<file path="src/rtl/stack_ctrl.sv">
// Command sequencer for a single-port stack: checks legality against the stack count and
// splits each command into single push/pop cycles. Optional MUL opcode under STACK_CTRL_MUL_EN.
module stack_ctrl #(
  parameter int WIDTH = 8,
  parameter int DEPTH = 4
) (
  input  logic             clk,
  input  logic             rst,
  input  logic             cmd_valid,
  output logic             cmd_ready,
  input  logic [2:0]       cmd_op,
  input  logic [WIDTH-1:0] cmd_imm,
  output logic             done,
  output logic             err,
  output logic             err_sticky,
  output logic [WIDTH-1:0] res,
  output logic             st_push,
  output logic             st_pop,
  output logic [WIDTH-1:0] st_data,
  input  logic [WIDTH-1:0] st_top,
  input  logic [DEPTH-1:0] st_count
);

  localparam logic [2:0] S_IDLE   = 3'd0;
  localparam logic [2:0] S_POP_A  = 3'd1;
  localparam logic [2:0] S_POP_B  = 3'd2;
  localparam logic [2:0] S_PUSH_1 = 3'd3;
  localparam logic [2:0] S_PUSH_2 = 3'd4;
  localparam logic [2:0] S_DONE   = 3'd5;

  localparam logic [2:0] OP_PUSH = 3'd0;
  localparam logic [2:0] OP_DROP = 3'd1;
  localparam logic [2:0] OP_DUP  = 3'd2;
  localparam logic [2:0] OP_SWAP = 3'd3;
  localparam logic [2:0] OP_ADD  = 3'd4;
  localparam logic [2:0] OP_SUB  = 3'd5;
  localparam logic [2:0] OP_XOR  = 3'd6;
  localparam logic [2:0] OP_MUL  = 3'd7;

  localparam logic [DEPTH-1:0] C_TWO  = DEPTH'(2);
  localparam logic [DEPTH-1:0] C_FULL = {DEPTH{1'b1}};

  logic [2:0]       r_state;
  logic [2:0]       r_op;
  logic [WIDTH-1:0] r_imm;
  logic [WIDTH-1:0] r_a;
  logic [WIDTH-1:0] r_b;
  logic             r_done;
  logic             r_err;
  logic             r_err_sticky;
  logic [WIDTH-1:0] r_res;

  logic [2:0]       w_state_nx;
  logic             w_accept;
  logic             w_illegal;
  logic             w_has1;
  logic             w_has2;
  logic             w_room;
  logic [WIDTH-1:0] w_alu;
  logic [WIDTH-1:0] w_st_data;

`ifdef STACK_CTRL_MUL_EN
  logic [WIDTH-1:0] w_mul;
  assign w_mul = r_b * r_a;
`endif

  assign cmd_ready  = (r_state == S_IDLE);
  assign w_accept   = cmd_valid && (r_state == S_IDLE);
  assign st_push    = (r_state == S_PUSH_1) || (r_state == S_PUSH_2);
  assign st_pop     = (r_state == S_POP_A) || (r_state == S_POP_B);
  assign st_data    = w_st_data;
  assign done       = r_done;
  assign err        = r_err;
  assign err_sticky = r_err_sticky;
  // The stack shows its updated top only in the done cycle itself, so it is passed
  // through then and held in r_res afterwards.
  assign res        = r_done ? st_top : r_res;

  // Legality of the presented opcode against the current stack occupancy.
  always_comb begin
    w_has1    = (st_count != {DEPTH{1'b0}});
    w_has2    = (st_count >= C_TWO);
    w_room    = (st_count != C_FULL);
    w_illegal = 1'b0;
    case (cmd_op)
      OP_PUSH:                         w_illegal = !w_room;
      OP_DROP:                         w_illegal = !w_has1;
      OP_DUP:                          w_illegal = !(w_has1 && w_room);
      OP_SWAP, OP_ADD, OP_SUB, OP_XOR: w_illegal = !w_has2;
`ifdef STACK_CTRL_MUL_EN
      OP_MUL:                          w_illegal = !w_has2;
`else
      OP_MUL:                          w_illegal = 1'b1;
`endif
      default:                         w_illegal = 1'b1;
    endcase
  end

  // Next-state sequencing of the per-command stack cycles.
  always_comb begin
    w_state_nx = r_state;
    case (r_state)
      S_IDLE: begin
        if (!w_accept) begin
          w_state_nx = S_IDLE;
        end else if (w_illegal) begin
          w_state_nx = S_DONE;
        end else if ((cmd_op == OP_PUSH) || (cmd_op == OP_DUP)) begin
          w_state_nx = S_PUSH_1;
        end else begin
          w_state_nx = S_POP_A;
        end
      end
      S_POP_A: begin
        if (r_op == OP_DROP) begin
          w_state_nx = S_DONE;
        end else begin
          w_state_nx = S_POP_B;
        end
      end
      S_POP_B:  w_state_nx = S_PUSH_1;
      S_PUSH_1: begin
        if (r_op == OP_SWAP) begin
          w_state_nx = S_PUSH_2;
        end else begin
          w_state_nx = S_DONE;
        end
      end
      S_PUSH_2: w_state_nx = S_DONE;
      S_DONE:   w_state_nx = S_IDLE;
      default:  w_state_nx = S_IDLE;
    endcase
  end

  // Binary operation result, B is the deeper operand.
  always_comb begin
    w_alu = {WIDTH{1'b0}};
    case (r_op)
      OP_ADD:  w_alu = r_b + r_a;
      OP_SUB:  w_alu = r_b - r_a;
      OP_XOR:  w_alu = r_b ^ r_a;
`ifdef STACK_CTRL_MUL_EN
      OP_MUL:  w_alu = w_mul;
`endif
      default: w_alu = {WIDTH{1'b0}};
    endcase
  end

  // Data presented to the stack in the push states.
  always_comb begin
    w_st_data = {WIDTH{1'b0}};
    case (r_state)
      S_PUSH_1: begin
        case (r_op)
          OP_PUSH: w_st_data = r_imm;
          OP_DUP:  w_st_data = st_top;
          OP_SWAP: w_st_data = r_a;
          default: w_st_data = w_alu;
        endcase
      end
      S_PUSH_2: w_st_data = r_b;
      default:  w_st_data = {WIDTH{1'b0}};
    endcase
  end

  // State, latched command, operands and completion outputs.
  always_ff @(posedge clk or negedge rst) begin
    if (!rst) begin
      r_state      <= S_IDLE;
      r_op         <= 3'd0;
      r_imm        <= {WIDTH{1'b0}};
      r_a          <= {WIDTH{1'b0}};
      r_b          <= {WIDTH{1'b0}};
      r_done       <= 1'b0;
      r_err        <= 1'b0;
      r_err_sticky <= 1'b0;
      r_res        <= {WIDTH{1'b0}};
    end else begin
      r_state <= w_state_nx;
      if (w_accept) begin
        r_op  <= cmd_op;
        r_imm <= cmd_imm;
      end
      if (r_state == S_POP_A) begin
        r_a <= st_top;
      end
      if (r_state == S_POP_B) begin
        r_b <= st_top;
      end
      r_done <= (w_state_nx == S_DONE);
      r_err  <= w_accept && w_illegal;
      if (w_accept && w_illegal) begin
        r_err_sticky <= 1'b1;
      end
      if (r_done) begin
        r_res <= st_top;
      end
    end
  end

endmodule
</file>
<file path="config.mk">
export PLATFORM = sky130hd
export DESIGN_NAME = stack_ctrl
export DESIGN_NICKNAME = d
export VERILOG_FILES = /design/src/rtl/stack_ctrl.sv
export SDC_FILE = /design/constraint.sdc
export NUM_CORES = 1
export LEC_CHECK = 0
export CAP_MARGIN = 0
export CORE_ASPECT_RATIO = 0.7
export CORE_UTILIZATION = 55
export DETAILED_ROUTE_END_ITERATION = 7
export GPL_ROUTABILITY_DRIVEN = 0
export PLACE_DENSITY = 0.83
export RECOVER_POWER = 25
export SYNTH_ARGS = -nofsm -noshare
export SYNTH_HDL_FRONTEND = slang
export SYNTH_SLANG_ARGS = --single-unit
export TNS_END_PERCENT = 20
</file>
<file path="constraint.sdc">
create_clock -name clk -period 7.3 [get_ports clk]
set_clock_uncertainty 0.05 [all_clocks]
set_input_delay 1.46 -clock clk [delete_from_list [all_inputs] [get_ports clk]]
set_output_delay 1.46 -clock clk [all_outputs]
set_load 0.02 [all_outputs]
</file>
# After elaboration in Yosys (flattened, before gate mapping)
# Index checks and enable logic that the tools add are counted.
[word_totals]
output_inout_bits = 22
input_bits = 26
wordCells = 58
ramBits = 0
ff_bits = 41
latch_bits = 0
mem_bits_ro = 0
memories = 0
[classes]
shifts = 0
magnitude_cmp = 1
n_reduce_logical = 15
muxes = 11
n_eq_ne = 19
div = 0
add_sub_neg = 2
n_bitwise = 1
multipliers = 0
[ops]
columns = ["operator", "count"]
rows = [
  ["8-bit case mux with 3 select lines", 2],
  ["3-bit == test, second input constant", 9],
  ["3-bit by 2-bit == test with 1-bit output, second input constant", 6],
  ["8-bit case mux with 2 select lines", 1],
  ["3-bit case mux with 5 select lines", 1],
  ["3-bit by 1-bit == test with 1-bit output, second input constant", 3],
  ["3-bit logical NOT", 3],
  ["3-bit 2-to-1 mux", 3],
  ["8-bit adder", 1],
  ["8-bit 2-to-1 mux", 1],
  ["8-bit subtractor", 1],
  ["8-bit bitwise XOR", 1],
  ["1-bit case mux with 5 select lines", 1],
  ["4-bit by 2-bit >= comparator with 1-bit output, second input constant", 1],
  ["1-bit logical NOT", 4],
  ["4-bit inequality test, second input constant", 1],
  ["4-bit nonzero test", 1],
  ["4-bit OR reduction", 1],
  ["1-bit logical AND", 3],
  ["1-bit logical OR", 3],
  ["2-bit 2-to-1 mux", 1],
  ["1-bit 2-to-1 mux", 1],
]

# Logic depth before layout (Yosys ltp)
# Gate-level depths: netlist of the first run.
[logic_depth]
ltp_word = 8
mapped_depth = 11
mapped_depth_nobuf = 10

# Worst setup path before layout of the first run
# OpenSTA, ideal clock, no wires.
[synth_timing]
path_type = "register to output"
startpoint = "register r_op[1]"
endpoint = "output port st_data[6]"
t_arrival_ns = 2.533
stages_incl_launch_ff = 11
path_slack_ns = 3.257
t_required_ns = 5.790
cell_sequence = "dfrtp_1 buf_6 and3b_1 buf_4 mux2_2 fa_1 nor2b_1 o21ai_0 a2111o_1 o211ai_1 a22o_1"
[synth_via]
elab_chain_len = 4
[synth_lines]
columns = ["element", "line_no", "source"]
rows = [
  ["start, declared", "44", "logic [2:0] r_op;"],
  ["start signal, assigned", "181", "r_op <= cmd_op;"],
  ["3-bit == test", "138", "case (r_op)"],
  ["8-bit case mux with 3 select lines", "138", ""],
  ["8-bit case mux with 3 select lines (*)", "154", "case (r_op)"],
  ["8-bit case mux with 2 select lines (*)", "152", "case (r_state)"],
  ["end, declared", "19", "output logic [WIDTH-1:0] st_data,"],
]
# Every way passes the cells marked *; elsewhere a longest branch is shown, timed or not.

# Worst setup path in the final report of the first run
# Ends and elaborated chain as after synthesis.

==> results of run 1 <==
[final timing paths]
check / startpoint / to / slack [ns] / cells past startpoint
worst max-delay path: r_op[1] / st_data[6] / 2.04 / 9
worst min-delay path: err_sticky / err_sticky / 0.43 / 1
worst max register to register: r_state[1] / done / 5.17 / 5
worst min register to register: err_sticky / err_sticky / 0.43 / 1
max in group asynchronous: rst / r_imm[4] / 4.22 / 1
min in group asynchronous: rst / r_imm[7] / 1.75 / 1
[power groups by stage]
stage               clock network [mW]  registers (mW)  logic [mW]
CTS                              0.187           0.498        1.16
floorplan                            0           0.411       0.922
global placement                     0           0.496        1.12
detailed placement                   0           0.500        1.15
finish                           0.185           0.504        1.18
global route                     0.197           0.518        1.27
[final cells by class]
| type | count | area share [%] |
|---|---|---|
| Sequential cell | 41 | 31.9 |
| Inverter | 11 | 1.29 |
| Tap cell | 55 | 2.14 |
| Clock buffer | 6 | 2.26 |
| Clock inverter | 2 | 1.21 |
| Timing Repair Buffer | 49 | 14.9 |
| Multi-Input combinational cell | 195 | 46.3 |
[flip-flops by register name, indices dropped and copies added (netlist names)]
signal,cells
r_res,8
r_a,8
err,1
done,1
r_state,3
r_imm,8
err_sticky,1
r_b,8
r_op,3
[cell families (layout without fill, tap and decap cells)]
family	Yosys count	count (layout)	share of synthesized area, %
xor gates and xnor gates	17	17	5.61
and+or+nand+nor	63	63	12.6
DFF	41	41	38.6
adders and majority gates	9	9	4.52
muxes	39	39	16.4
AOI/OAI and AO/OA	67	67	16.8
buffers and inverters	28	68	5.42
[critical path: stages, from the launching register on]
cell             delay [ns]
dfrtp_1                0.61
and3b_1                0.44
mux2_2                 0.40
fa_1                   0.44
nor2b_1                0.13
o21ai_0                0.15
a2111o_1               0.44
o211ai_1               0.09
a22o_1                 0.14
clkdlybuf4s50_1        0.59
[per-layer routing]
metal | vias to the layer above | part of all wire [%] | routed length [µm]
met4 | 0 | 0.99 | 64
met5 | - | 0 | 0
met1 | 1068 | 48 | 3090
li1 | 1023 | - | -
met3 | 10 | 11 | 691
met2 | 115 | 41 | 2650
[cell usage in the layout, fill, tap and decap left out, types with 5 or more instances in the layout]
cell type,count
a21oi_1,15
clkbuf_8,5
clkdlybuf4s50_1,39
dfrtp_1,41
dlygate4sd3_1,7
ha_1,8
inv_1,11
mux2_2,36
nand2_1,20
nand2b_1,5
nor2_1,15
o21ai_0,16
o22ai_1,8
xnor2_1,11
xor2_1,6
==> results.yml, run 1 <==
outcome:
  status: "finished with violations"
  violations: "capacitance limit, slew limit"
clock_tree:
  clk_latency_ns: 0.30
  clkTransAtPathRegs_ns: 0.08
  postCtsSetupBuffers: 0
  cts_tree: "done"
  clockBufferDepth: 2
  numCtsBuffers: 5
  cts.sinks: 41
  cts_hold_buf: 0
  htree_levels: 2
  root_buffer: "clkbuf_8"
  ctsResizeCount: 0
finish:
  multi_input_area_um2: 1490
  regArea_um2: 1030
  drive_above_1_share_pct: 17.4
  num_antenna_cells: 0
  fin_nets: 338
  fin_cells: 359
  syn2layout_area_growth_pct: 21.0
  fillers: 342
  finish.utilization_pct: 71.7
  finalInstanceArea_um2: 3210
power_and_ir_drop:
  power_density_nw_per_um2: 581
  power_leakage_nw: 1.32
  p_comb_share_pct: 63.1
  internal_power_mw: 1.02
  power_mw: 1.87
  p_sw_share_pct: 45.2
  seq_power_share_pct: 27.0
  pwr-share-clk_pct: 9.9
  peakVddDrop_uv: 275
  p_switching_uw: 843
yosys:
  syn-cell-area_um2: 2660
  avgSynthCellArea_um2: 10.1
  synthesis.nets: 299
  ys_warn_count: 0
  synth_seq_area_share_pct: 38.6
  synth-edff-count: 0
  synthArstFlopShare_pct: 100
  synth_top_area_share_pct: 38.6
  synth_ff_type: "dfrtp_1"
  yosysUniqueCellTypes: 53
  synth_common_cells: "41 x dfrtp_1, 36 x mux2_2, 20 x nand2_1"
  synthCells: 264
  yosys.area.top_type: "dfrtp_1"
  synth_most_common_cell: "dfrtp_1"
  synth_area_leaders: "dfrtp_1 39%, mux2_2 15%, ha_1 3.8%"
  synth_seq_cells: 41
placed_design:
  dpl_cell_area_um2: 3100
  dp_slack_ns: 2.36
  dp.cells: 351
  port_buffers: 47
  hpwl_um: 4770
grt:
  grt_usage_pct: 27.8
  grt_max_degree: 42
  top_usage_layer: "met1"
  grt_overflow: 0
  met1_usage_pct: 42.4
  grt_pass1_vias: 2017
  antenna_found_initial: 0
  grt_pass1_wl_um: 10600
  use_met3_pct: 6.35
  grt.met2_usage_pct: 40.1
sta:
  setup_viol: 0
  worst_slew_pin_slew_ns: 2.18
  rsz0062_at_grt: "no"
  hold_viol: 0
  hold_slack_ns: 0.429
  worst_slack_ns: 2.04
  max_freq_mhz: 190
  final_max_slew_viol_count: 42
  setup_tns_ns: 0
  min_period_ns: 5.26
  relSlewSlack_pct: -45.2
  finalCritPeriodShare_pct: 72.1
detailed_routing:
  vias: 2216
  drt-wirelength-per-cell_um: 18.1
  drc: 0
  first_pass_iters: 5
  routed_wl_um: 6490
  avgViaCountPerCell: 6.17
  drt_iter0_drc: 256
  ant_nets: 0
setup_path:
  crit_arrival_ns: 3.75
  crit_fanout: 16
  startpoint_type: "flop"
  endpoint_kind: "primary output"
  critPathRequiredTime_ns: 5.79
  path_class: "flop to primary output"
hold_path:
  hold_path.class: "flop to flop"
die:
  initial_utilization_pct: 59.3
  rows: 20
  die_height_um: 60.1
  die_w_um: 85.1
  coreArea_um2: 4480
  dieArea_um2: 5120
  pin_count: 48
run:
  cap_violations: 1
Note: power is estimated with default switching activity, not from simulation.
==> inputs of run 2 (changes only) <==
Settings changed: CORE_UTILIZATION 55 to 48, PLACE_DENSITY 0.83 to 0.77.
Clock period 7.3 ns to 4.4 ns, I/O delays scaled along.
==> results.yml, run 2 (same netlist as run 1, synthesis figures left out) <==
grt:
  grt_overflow: 0
  top_usage_layer: "met1"
  use_met3_pct: 4.52
  antenna_found_initial: 0
  grt.met2_usage_pct: 35.1
  grt_max_degree: 42
  grt_pass1_wl_um: 10900
  met1_usage_pct: 37.7
  grt_usage_pct: 24.4
  grt_pass1_vias: 2075
sta:
  relSlewSlack_pct: -46.5
  max_freq_mhz: 247
  finalCritPeriodShare_pct: 92.1
  setup_viol: 0
  rsz0062_at_grt: "no"
  worst_slew_pin_slew_ns: 2.20
  hold_viol: 0
  final_max_slew_viol_count: 42
  min_period_ns: 4.05
  setup_tns_ns: 0
finish:
  fin_nets: 341
  num_antenna_cells: 0
  final_common_cell: "clkdlybuf4s50_1"
  fillers: 465
  finalInstanceArea_um2: 3240
  layout_common_cells: "42 x clkdlybuf4s50_1, 40 x dfrtp_1, 36 x mux2_2, 20 x nand2_1"
  syn2layout_area_growth_pct: 21.9
  finish.utilization_pct: 61.2
  drive_above_1_share_pct: 18.9
  fin_cells: 379
detailed_routing:
  avgViaCountPerCell: 6.02
  first_pass_iters: 6
  routed_wl_um: 6730
  drt-wirelength-per-cell_um: 17.8
  ant_nets: 0
  drt_iter0_drc: 261
  vias: 2280
  drc: 0
setup_path:
  rrSetupSlack_ns: 2.11
  reg2regPathDepth: 5
  crit_arrival_ns: 3.12
  crit_fanout: 6
  startpoint_type: "flop"
  worst-path-buf-inv: 1
  r2r_end: "done"
  critPathTopFamily: "compound AO/OA/AOI/OAI gates"
  slowest_delay_ns: 0.60
  critPathRequiredTime_ns: 3.47
  cp_cell_sequence: "nor2_1 -> a31oi_1 -> xnor2_1 -> ha_1 -> a21o_1 -> a31o_2 -> a21oi_1 -> nand4_1 -> nand3_1 -> clkdlybuf4s50_1"
  endpoint_kind: "primary output"
  cp_slowest_cell: "clkdlybuf4s50_1"
  path_class: "flop to primary output"
  r2r-start: "r_state[1]"
clock_tree:
  root_buffer: "clkbuf_8"
  clk_latency_ns: 0.29
  cts.sinks: 41
  numCtsBuffers: 5
  cts_tree: "done"
  postCtsSetupBuffers: 0
  clockBufferDepth: 2
  clkTransAtPathRegs_ns: 0.08
  htree_levels: 2
outcome:
  status: "finished with violations"
  violations: "capacitance limit, slew limit"
hold_path:
  hold_path_depth: 1
  whs_endpoint: "err_sticky"
  hold_path.class: "flop to flop"
  min_from: "err_sticky"
die:
  die_height_um: 64.2
  coreArea_um2: 5290
  pin_count: 48
  dieArea_um2: 5840
  initial_utilization_pct: 50.3
  rows: 22
  die_w_um: 90.9
placed_design:
  hpwl_um: 5010
  port_buffers: 47
  dpl_cell_area_um2: 3150
  dp.cells: 371
power_and_ir_drop:
  power_density_nw_per_um2: 947
  peakVddDrop_uv: 493
  power_mw: 3.07
  power_leakage_nw: 1.34
run:
  cap_violations: 1
-- run 2: worst register-to-register path, delay by kind of cell (launching register included) --
family	cells	cell delay, ns
and+or+nand+nor	3	1.20
DFF	1	0.52
AOI/OAI and AO/OA	2	0.41
-- run 2: worst max path at each step --
stage                        from          to  slack [ns]  cells after the start
after floorplan           r_op[1]  st_data[6]        0.94                     10
after global placement    r_op[1]  st_data[6]        0.47                      9
after detailed placement  r_op[1]  st_data[6]        0.42                      9
after CTS                 r_op[1]  st_data[6]        0.09                      9
after global routing       r_a[0]  st_data[3]        0.16                     11
final                      r_a[2]  st_data[7]        0.35                     10
-- run 2: per-layer routing --
layer / part of all wire (%) / up-vias
li1: - / 1030
met1: 48 / 1129
met2: 42 / 112
met3: 8.5 / 9
met4: 1.3 / 0
met5: 0 / -
-- run 2: per-stage QoR --
| step | hold WS, ns | setup slack, ns |
|---|---|---|
| after floorplan | 0.427 | 0.937 |
| after global placement | 0.401 | 0.474 |
| after detailed placement | 0.403 | 0.424 |
| after CTS | 0.427 | 0.0878 |
| after global routing | 0.460 | 0.157 |
| final | 0.427 | 0.350 |
-- run 2: layout make-up --
type	instances	area [µm²]	share of cell area, %
Multi-Input combinational cell	195	1490	46.0
Timing Repair Buffer	52	500	15.5
Sequential cell	41	1030	31.7
Clock inverter	3	21.3	0.657
Inverter	11	41.3	1.28
Tap cell	72	90.1	2.78
Clock buffer	5	68.8	2.13
-- run 2: repair_timing --
action	CTS	global route
hold buffers	0	0
endpoints found under the setup margin	0	3
resized for setup	0	4
-- run 2: power breakdown --
part | internal [mW] | total [mW] | leakage, nW | switching (mW)
Sequential | 0.566 | 0.790 | 0.491 | 0.224
Combinational | 0.976 | 2.02 | 0.803 | 1.05
Clock | 0.113 | 0.253 | 0.0445 | 0.140
==> inputs of run 3 (changes only) <==
Settings changed: CORE_UTILIZATION 48 to 49, CTS_BUF_LIST from default to sky130_fd_sc_hd__clkbuf_8, CTS_CLUSTER_DIAMETER from default to 50, PLACE_DENSITY 0.77 to 0.78.
==> results.yml, run 3 (same netlist as run 1, synthesis figures left out) <==
detailed_routing:
  avgViaCountPerCell: 5.74
  ant_nets: 0
  drt-wirelength-per-cell_um: 16.7
  drt_iter0_drc: 215
  drc: 0
  vias: 2182
  routed_wl_um: 6360
  first_pass_iters: 5
power_and_ir_drop:
  power_density_nw_per_um2: 943
  peakVddDrop_uv: 388
  power_mw: 3.06
  power_leakage_nw: 1.35
setup_path:
  rrSetupSlack_ns: 2.18
  r2r_end: "done"
  crit_fanout: 10
  reg2regPathDepth: 5
  startpoint_type: "flop"
  endpoint_kind: "primary output"
  path_class: "flop to primary output"
  r2r-start: "r_state[1]"
  crit_arrival_ns: 3.11
  critPathRequiredTime_ns: 3.47
finish:
  layout_common_cells: "40 x clkdlybuf4s50_1, 39 x dfrtp_1, 35 x mux2_2, 20 x nand2_1"
  finish.utilization_pct: 62.1
  finalInstanceArea_um2: 3250
  syn2layout_area_growth_pct: 22.3
  fin_nets: 342
  drive_above_1_share_pct: 19.5
  num_antenna_cells: 0
  final_common_cell: "clkdlybuf4s50_1"
sta:
  final_max_slew_viol_count: 42
  relSlewSlack_pct: -47.1
  setup_viol: 0
  setup_tns_ns: 0
  finalCritPeriodShare_pct: 91.8
  hold_viol: 0
  rsz0062_at_grt: "no"
  min_period_ns: 4.04
  hold_slack_ns: 0.416
  worst_slew_pin_slew_ns: 2.21
  max_freq_mhz: 247
clock_tree:
  cts_tree: "done"
  cts.sinks: 41
  cts_hold_buf: 0
  clk_latency_ns: 0.29
  clockBufferDepth: 2
  root_buffer: "clkbuf_8"
  numCtsBuffers: 5
  clkTransAtPathRegs_ns: 0.09
  htree_levels: 2
hold_path:
  min_from: "err_sticky"
  hold_path_depth: 1
  hold_path.class: "flop to flop"
  whs_endpoint: "err_sticky"
grt:
  grt_max_degree: 42
  grt_pass1_wl_um: 10500
  grt_overflow: 0
  grt_usage_pct: 23.4
  grt_pass1_vias: 2051
  antenna_found_initial: 0
die:
  die_height_um: 63.6
  rows: 22
  die_w_um: 90
  dieArea_um2: 5720
  coreArea_um2: 5230
  initial_utilization_pct: 50.8
  pin_count: 48
placed_design:
  hpwl_um: 4730
  dpl_cell_area_um2: 3140
  port_buffers: 47
outcome:
  status: "finished with violations"
  violations: "capacitance limit, slew limit"
run:
  cap_violations: 1
[run 3: cell type report]
class	count	area [µm²]
Clock buffer	5	68.8
Clock inverter	3	21.3
Fill cell	421	1980
Inverter	11	41.3
Multi-Input combinational cell	195	1490
Sequential cell	41	1030
Tap cell	72	90.1
Timing Repair Buffer	53	512
[run 3: timing repair]
item / CTS / global route
setup endpoints to repair: 1 / 3
resized for setup: 1 / 4
setup buffers: 0 / 2
[run 3: how the worst max path moves through the flow]
stage,start,to,slack [ns],cells after the start
after floorplan,r_op[1],st_data[6],0.94,10
after global placement,r_op[2],st_data[6],0.37,9
after detailed placement,r_op[2],st_data[6],0.24,9
after CTS,r_op[2],st_data[6],0.005,9
after global routing,r_op[2],st_data[7],0.15,10
final,r_op[2],st_data[7],0.36,10
[run 3: metrics by stage]
stage	worst slack [ns]	cells
5_1_grt	0.150	380
3_5_place_dp	0.241	370
4_1_cts	0.00481	378
6_report	0.359	380
3_3_place_gp	0.374	370
2_1_floorplan	0.937	264
[run 3: layer usage]
| layer | global-route usage [%] | vias up | share of wire, % |
|---|---|---|---|
| met3 | 5.80 | 5 | 8.6 |
| met2 | 34.1 | 99 | 43 |
| met4 | 4.23 | 0 | 0.41 |
| met1 | 35.2 | 1044 | 48 |
| li1 | - | 1034 | - |
| met5 | 0 | - | 0 |
[run 3: critical path: stages, from the launching register on]
cell	delay, ns
dfrtp_2	0.47
and3b_2	0.28
a31oi_1	0.23
xnor2_1	0.18
ha_1	0.33
a21o_1	0.20
a31o_2	0.21
a21oi_1	0.14
nand4_1	0.11
nand3_1	0.08
clkdlybuf4s50_1	0.60
[run 3: power breakdown]
| group | switching (mW) | internal, mW |
|---|---|---|
| registers | 0.227 | 0.567 |
| clock network | 0.140 | 0.113 |
| logic | 1.03 | 0.985 |
| total | 1.40 | 1.66 |
